==> src/rtl/cpu_clk_pkg.sv <==
// Shared types and constants for the CPU clock-enable sequencer.
// State encoding, reset divide ratio and the divide-value sanitiser.
package cpu_clk_pkg;

    typedef enum logic [1:0] {
        HALT  = 2'd0,
        RUN   = 2'd1,
        STEP  = 2'd2,
        BURST = 2'd3
    } state_t;

    localparam int DEF_DIV = 4;

    // A zero divide ratio would never terminate the phase count.
    function automatic logic [63:0] sanitize_div(input logic [63:0] v);
        return (v == 64'd0) ? 64'd1 : v;
    endfunction

endpackage

==> src/rtl/cpu_clock_ctrl_tick_counter.sv <==
// Programmable modulo-N phase counter for the CPU clock enable.
// term is high on the edge where the count wraps.
module tick_counter #(
    parameter int W = 32
) (
    input  logic         clk,
    input  logic         rst,
    input  logic         clr,
    input  logic         en,
    input  logic [W-1:0] mod,
    output logic         term
);

    logic [W-1:0] cnt;

    assign term = en && (cnt == mod - W'(1));

    always_ff @(posedge clk) begin
        if (rst || clr) begin
            cnt <= '0;
        end else if (en) begin
            cnt <= term ? '0 : cnt + W'(1);
        end
    end

endmodule

==> src/rtl/cpu_clock_ctrl.sv <==
// CPU execution sequencer: emits a one-cycle cpu_ce pulse per step
// in halted, free-run, single-step and burst modes.
module cpu_clock_ctrl
    import cpu_clk_pkg::*;
#(
    parameter int CNT_W       = 32,
    parameter int DEFAULT_DIV = DEF_DIV,
    parameter int BURST_W     = 16
) (
    input  logic               clk,
    input  logic               rst,
    input  logic               mode_run,
    input  logic               step_req,
    input  logic               burst_req,
    input  logic [BURST_W-1:0] burst_len,
    input  logic               div_wr,
    input  logic [CNT_W-1:0]   div_val,
    input  logic               halt_req,
    output logic               cpu_ce,
    output logic               busy,
    output logic [1:0]         state,
    output logic [CNT_W-1:0]   div_cur,
    output logic [31:0]        ce_count
);

    state_t             st;
    state_t             st_nx;
    logic [CNT_W-1:0]   div_reg;
    logic [BURST_W-1:0] rem;
    logic [BURST_W-1:0] rem_nx;
    logic               ce_nx;
    logic               term;
    logic               tick;
    logic               en;
    logic               clr;
    logic [31:0]        ce_cnt;

    assign en = (st == RUN) || (st == BURST);

    // A divide write restarts the phase, so it also swallows any tick.
    assign tick = term && !div_wr;

    assign clr = div_wr || !((st_nx == RUN) || (st_nx == BURST));

    tick_counter #(
        .W(CNT_W)
    ) u_tick (
        .clk (clk),
        .rst (rst),
        .clr (clr),
        .en  (en),
        .mod (div_reg),
        .term(term)
    );

    always_comb begin
        st_nx  = st;
        rem_nx = rem;
        ce_nx  = 1'b0;
        unique case (st)
            HALT: begin
                if (!halt_req) begin
                    if (mode_run) begin
                        st_nx = RUN;
                    end else if (burst_req && (burst_len != '0)) begin
                        st_nx  = BURST;
                        rem_nx = burst_len;
                    end else if (step_req) begin
                        st_nx = STEP;
                    end
                end
            end
            STEP: begin
                st_nx = HALT;
                ce_nx = !halt_req;
            end
            RUN: begin
                if (halt_req || !mode_run) begin
                    st_nx = HALT;
                end else begin
                    ce_nx = tick;
                end
            end
            BURST: begin
                if (halt_req) begin
                    st_nx  = HALT;
                    rem_nx = '0;
                end else if (tick) begin
                    ce_nx  = 1'b1;
                    rem_nx = rem - BURST_W'(1);
                    if (rem == BURST_W'(1)) begin
                        st_nx = HALT;
                    end
                end
            end
            default: begin
                st_nx = HALT;
            end
        endcase
    end

    always_ff @(posedge clk) begin
        if (rst) begin
            st      <= HALT;
            rem     <= '0;
            cpu_ce  <= 1'b0;
            ce_cnt  <= '0;
            div_reg <= CNT_W'(sanitize_div(64'(DEFAULT_DIV)));
        end else begin
            st     <= st_nx;
            rem    <= rem_nx;
            cpu_ce <= ce_nx;
            if (ce_nx) begin
                ce_cnt <= ce_cnt + 32'd1;
            end
            if (div_wr) begin
                div_reg <= CNT_W'(sanitize_div(64'(div_val)));
            end
        end
    end

    assign busy     = (st != HALT);
    assign state    = st;
    assign div_cur  = div_reg;
    assign ce_count = ce_cnt;

endmodule

==> config.mk <==
export PLATFORM = sky130hd
export DESIGN_NAME = cpu_clock_ctrl
export DESIGN_NICKNAME = d
export VERILOG_FILES = /design/src/rtl/cpu_clk_pkg.sv /design/src/rtl/cpu_clock_ctrl_tick_counter.sv /design/src/rtl/cpu_clock_ctrl.sv
export SDC_FILE = /design/constraint.sdc
export NUM_CORES = 1
export LEC_CHECK = 0
export BUFFER_PORTS_ARGS = -buffer_cell sky130_fd_sc_hd__buf_2
export CAP_MARGIN = 0
export CORE_ASPECT_RATIO = 0.5
export CORE_MARGIN = 5
export CORE_UTILIZATION = 56
export CTS_CLUSTER_DIAMETER = 80
export CTS_CLUSTER_SIZE = 40
export DETAILED_ROUTE_END_ITERATION = 10
export PLACE_DENSITY = 0.86
export SYNTH_ARGS = -nofsm -noshare
export SYNTH_HDL_FRONTEND = slang
export SYNTH_SLANG_ARGS = --single-unit
==> constraint.sdc <==
create_clock -name clk -period 3.7 [get_ports clk]
set_input_delay 0.185 -clock clk [delete_from_list [all_inputs] [get_ports clk]]
set_output_delay 0.185 -clock clk [all_outputs]
set_load 0.02 [all_outputs]
==> metrics.md, run 1 <==
| Metric | Value |
|---|---|
| Leakage | `3.22 nW` |
| First-pass GRT wire length | `31.5 mm` |
| Starting DRT DRC Count | `853` |
| Post-route minimum period | `3.57 ns` |
| WP buf/inv | `2` |
| Initial Util | `56.8%` |
| Final instance area | `8160 µm²` |
| Post CTS Setup Buffer Count | `0` |
| Via count | `6940` |
| Synth cell count leaders | `dfxtp_1, nor2_1, a21oi_1` |
| Yosys top cell area share | `34.5%` |
| Req. time, crit path | `4.04 ns` |
| Synthesis Warnings | `0` |
| #FFs+latches synth | `115` |
| Core area | `11700 µm²` |
| Worst slew pin tran | `0.780 ns` |
| H-Tree Depth | `4` |
| Mean post-synth cell area | `8.21 µm²` |
| Placed cell area | `7450 µm²` |
| Compound-cell area share of the yosys netlist | `16.9%` |
| Maximum VDD drop | `0.290 mV` |
| Final antenna-violating net count | `0` |
| Worst clock skew | `0.00779 ns` |
| Final setup fails | `0` |
| Status | `finished clean` |
| Number of distinct library cells after synthesis | `65` |
| TritonRoute pass-1 iters | `6` |
| Slew Limit Fails | `0` |
| Diodes inserted | `0` |
| WL final | `20.0 mm` |
| Pwr Density | `437 nW/µm²` |
| Layout cells sized above 1 | `21.3%` |
| # nets final | `984` |
| Top FF cell, synth | `dfxtp_1` |
| Die Area | `14300 µm²` |
| Worst-Skew Late Latency | `0.41 ns` |
| Crit path arrival time | `3.90 ns` |
| Rel. slew slack | `47.8%` |
| Crit-path max FO | `55` |
| Simple-gate area share of the yosys netlist | `29.3%` |
| Sequential area share after synthesis | `34.5%` |
| Adder-Cell Fraction of Synth Area | `0.938%` |
| Clock Path Buffers | `2` |
| Non-Filler Instances | `1100` |
| GR Overflow Total | `0` |
| Clock root buffer | `clkbuf_16` |
| DP HPWL | `13.4 mm` |
| Largest family of logic cells by synthesized area | `simple AND/OR/NAND/NOR gates` |
| # hold bufs at CTS | `0` |
| GP Congestion | `0.993` |
| Most used cell, CP | `or4_1` |
| Startpoint class of the critical path | `flop` |
| Port Buffers | `122` |
| F_max | `0.280 GHz` |
| Critical path's largest stage delay | `0.58 ns` |
| CP max-delay cell | `or4_1` |
| Std-Cell Rows | `28` |
| Synthesized area | `6670 µm²` |
| Worst hold margin | `0.0174 ns` |
| CTS Buf Count | `17` |
| Area Growth Syn to Fin | `22.3%` |
| DR WL/cell | `18.2 µm` |
| Crit. End Element | `flop` |
| Die height | `87.2 µm` |
| Die Width | `164 µm` |
| Largest net degree at the start of global routing | `56` |
| Clock edge transition at the registers on the reported setup and hold paths | `0.06 ns` |
| Boundary pin count | `123` |
| Initial antenna violation count | `0` |
| Biggest area consumer among synthesized cells | `dfxtp_1` |
| CP top delay family | `simple AND/OR/NAND/NOR gates` |
| Vias in the first global route | `6426` |
| Max Cap Violations | `0` |
| Synth top area cells | `dfxtp_1, nor2_1, xor2_1` |
| # clock sinks | `115` |
| DRC Markers | `0` |
| TritonCTS clock tree | `yes` |
| EDFF count, synth | `0` |
| Final Util | `69.5%` |
| Hold Path Class | `in -> reg` |
| Ratio of final minimum period to clock period | `96.4%` |
| Vias/cell | `6.31` |
| Most frequent cell after synthesis | `dfxtp_1` |
| Total power | `3.56 mW` |
| Critical-path cell list | `or4_1, buf_4, nor4_2, and4_1, o32a_1, nor2_1, nor4b_4, a21boi_4, buf_12, or4_1, a21oi_1` |
| Gr usage total | `26.9%` |
| Xor and xnor area share after synthesis | `9.32%` |
| Synth async-reset ratio | `0%` |
| Final hold vios | `0` |
| Synthesized instance count | `812` |
| Post-synth net total | `872` |
| CP Class | `reg -> reg` |
| Mux cell area share after synthesis | `5.16%` |
| Placed Cells | `1070` |
==> per-layer routing <==
metal / routed length, µm / track usage, %
met1: 8250 / 34.3
met2: 9580 / 45.7
met3: 1500 / 5.06
met4: 646 / 10.7
met5: 0 / 0
==> cell families after synthesis <==
group | Yosys count
buf+inv | 64
mux | 34
simple gates | 354
compound gates | 169
fa+ha+maj | 5
xor+xnor | 71
flops | 115
==> cell type report <==
class                      instances  area, µm²
timing repair buffer             142        773
multi-input combinational        633       4190
clock inverter                     7        121
fill                             883       3580
sequential                       115       2300
clock buffer                      23        508
inverter                          15       56.3
tap                              165        206
==> cells in the final DEF (no fill, tap or decap), types with 4 or more instances in the layout <==
cell type	n
buf_2	122
dfxtp_1	114
nor2_1	109
a21oi_1	58
xor2_1	45
nand2_1	36
or4_1	31
mux2i_1	31
nand3_1	30
o31ai_1	30
xnor2_1	26
nor4_1	23
nand4_1	22
buf_4	19
clkbuf_16	17
nor3_1	16
inv_1	15
or3_1	15
o21ai_0	14
and4_1	13
and3_1	12
a311oi_1	11
a22oi_1	10
a211oi_1	9
nand2b_1	9
or2_2	6
clkbuf_8	6
and2_1	5
ha_1	5
a31oi_1	4
nor4_2	4
o211ai_1	4
==> timing repair <==
action                                  CTS  global route
endpoints found under the setup margin    0            28
hold endpoints to repair                  0             0
resized for setup                         0            13
==> through the flow <==
step	TNS, ns	setup WS [ns]
after detailed placement	0	0.193
final	0	0.133
after global routing	-0.0720	-0.0392
after CTS	0	0.105
after global placement	0	0.244
after floorplan	0	0.316
==> final timing paths <==
path,cells past startpoint,to,slack (ns),startpoint
worst max-delay path,11,ce_count[29],0.13,div_cur[18]
worst min-delay path,2,div_cur[2],0.02,div_val[2]
worst max register to register,11,ce_count[29],0.13,div_cur[18]
worst min register to register,2,ce_count[31],0.48,ce_count[31]
==> flip-flops by register name, indices dropped and copies added (netlist names), named ones only <==
register and cells:
ce_count 32, state 1, rem 16, div_cur 32, cpu_ce 1, u_tick.cnt 32
==> power breakdown <==
part / internal (mW) / leakage (nW) / switching, mW
clock: 1.16 / 0.300 / 0.576
combinational: 0.195 / 1.99 / 0.305
sequential: 1.27 / 0.935 / 0.0546
total: 2.63 / 3.22 / 0.935
Note: power is estimated with default switching activity, not from simulation.
==> inputs of run 2 (changes only) <==
- BUFFER_PORTS_ARGS: -buffer_cell sky130_fd_sc_hd__buf_2 -> -buffer_cell sky130_fd_sc_hd__buf_4
==> metrics.md, run 2 (same netlist as run 1, synthesis figures left out) <==
| Metric | Value |
|---|---|
| Status | `finished clean` |
| Vias/cell | `6.22` |
| Std-Cell Rows | `28` |
| # clock sinks | `115` |
| RSZ-0062 raised after global routing | `no` |
| DP HPWL | `13.2 mm` |
| Ratio of final minimum period to clock period | `96.6%` |
| CTS Buf Count | `17` |
| Worst hold margin | `0.0189 ns` |
| WL final | `19.3 mm` |
| DR WL/cell | `17.5 µm` |
| First-pass GRT wire length | `31.2 mm` |
| # nets final | `986` |
| Slew Limit Fails | `0` |
| CP Class | `reg -> reg` |
| Die Width | `164 µm` |
| Port Buffers | `122` |
| Post-route minimum period | `3.57 ns` |
| Final setup fails | `0` |
| Req. time, crit path | `4.03 ns` |
| Layout cells sized above 1 | `21.2%` |
| Initial Util | `56.8%` |
| Clock root buffer | `clkbuf_16` |
| Via count | `6870` |
| GP Congestion | `0.932` |
| Most frequent cells in the layout | `buf_4, dfxtp_1, nor2_1` |
| Pre-CTS setup slack | `-0.0210 ns` |
| H-Tree Depth | `4` |
| Maximum VDD drop | `0.353 mV` |
| Starting DRT DRC Count | `806` |
| Startpoint class of the critical path | `flop` |
| Clock edge transition at the registers on the reported setup and hold paths | `0.06 ns` |
| Clock Path Buffers | `2` |
| Gr usage total | `26.7%` |
| Commonest non-fill, non-tap cell in the layout | `buf_4` |
| Crit path arrival time | `3.91 ns` |
| Area Growth Syn to Fin | `26.5%` |
| Pwr Density | `422 nW/µm²` |
| TritonCTS clock tree | `yes` |
| Die Area | `14300 µm²` |
| Final hold vios | `0` |
| Most used cell, CP | `nor4_2` |
| Core area | `11700 µm²` |
| Crit-path max FO | `50` |
| Diodes inserted | `0` |
| Boundary pin count | `123` |
| Critical-path cell list | `inv_1, ha_1, or4b_4, o21a_1, nor4_2, o211ai_1, nor4_2, nor4b_4, a21boi_4, buf_12, or4_1, a21oi_1` |
| Rel. slew slack | `31.7%` |
| TritonRoute pass-1 iters | `5` |
| CP max-delay cell | `or4b_4` |
| Worst clock skew | `0.0125 ns` |
| GR Overflow Total | `0` |
| Die height | `87.2 µm` |
| F_max | `0.280 GHz` |
| Critical path's largest stage delay | `0.52 ns` |
| Largest net degree at the start of global routing | `88` |
| Hold Path Class | `in -> reg` |
| Crit. End Element | `flop` |
| Initial antenna violation count | `0` |
| Worst slew pin tran | `1.02 ns` |
| DRC Markers | `0` |
| Max Cap Violations | `0` |
| Leakage | `3.28 nW` |
| Vias in the first global route | `6407` |
| Worst-Skew Late Latency | `0.42 ns` |
| Final antenna-violating net count | `0` |
| Final worst setup slack | `0.125 ns` |
==> run 2: cell types whose count changed in the layout (fill, tap and decap cells not counted), moves of 2 or more <==
cell | before | now
buf_4 | 19 | 142
buf_2 | 122 | 0
clkbuf_8 | 6 | 1
clkinv_4 | 1 | 5
inv_6 | 0 | 3
clkinv_2 | 0 | 2
clkinvlp_4 | 3 | 1
nor3_1 | 16 | 18
nor3_2 | 2 | 0
==> run 2: worst paths after layout <==
kind	startpoint	endpoint	slack (ns)	cells after the start
max	div_cur[1]	ce_count[29]	0.13	12
min	div_val[14]	div_cur[14]	0.02	3
max reg2reg	div_cur[1]	ce_count[29]	0.13	12
min reg2reg	ce_count[31]	ce_count[31]	0.49	2
==> run 2: per-stage QoR <==
step           TNS [ns]  utilization, %  area, µm²  total power, mW  instances
3_5_place_dp    -0.0253            66.1       7750             1.84       1069
3_3_place_gp          0            66.1       7750             1.83       1069
5_1_grt               0            71.9       8440             3.68       1104
4_1_cts               0            71.6       8400             3.56       1103
6_report              0            71.9       8440             3.56       1104
2_1_floorplan         0               -       6670             1.66        812
==> run 2: timing repair <==
item                       4_1_cts  5_1_grt
gates resized for setup          2        7
hold buffers                     1        0
setup endpoints to repair       23       23
setup buffers                    1        1
pin swaps                        0        1
hold endpoints to repair         1        0
==> run 2: critical path, delay by kind of cell, from the launching register on <==
| kind | cells | cell delay (ns) |
|---|---|---|
| flops | 1 | 0.36 |
| simple gates | 5 | 1.98 |
| fa+ha+maj | 1 | 0.20 |
| compound gates | 4 | 0.65 |
| buf+inv | 2 | 0.29 |
==> run 2: cell type report <==
cell class                 count  area [µm²]
inverter                      15        56.3
tap                          165         206
clock buffer                  18         439
sequential                   115        2300
fill                         886        3300
clock inverter                14         178
multi-input combinational    633        4160
timing repair buffer         144        1100
==> run 2: report_power, final <==
part | switching, mW | internal, mW | leakage [nW] | total, mW
logic | 0.296 | 0.225 | 2.04 | 0.521
registers | 0.0526 | 1.27 | 0.935 | 1.33
clock network | 0.631 | 1.08 | 0.301 | 1.72
total | 0.979 | 2.58 | 3.28 | 3.56
==> run 2: layer usage <==
layer	vias to the layer above	wire length, µm	GRT usage [%]
met2	289	9240	45.7
met4	0	485	9.74
li1	3263	-	-
met3	48	1330	4.87
met1	3270	8240	34.0
met5	-	0	0
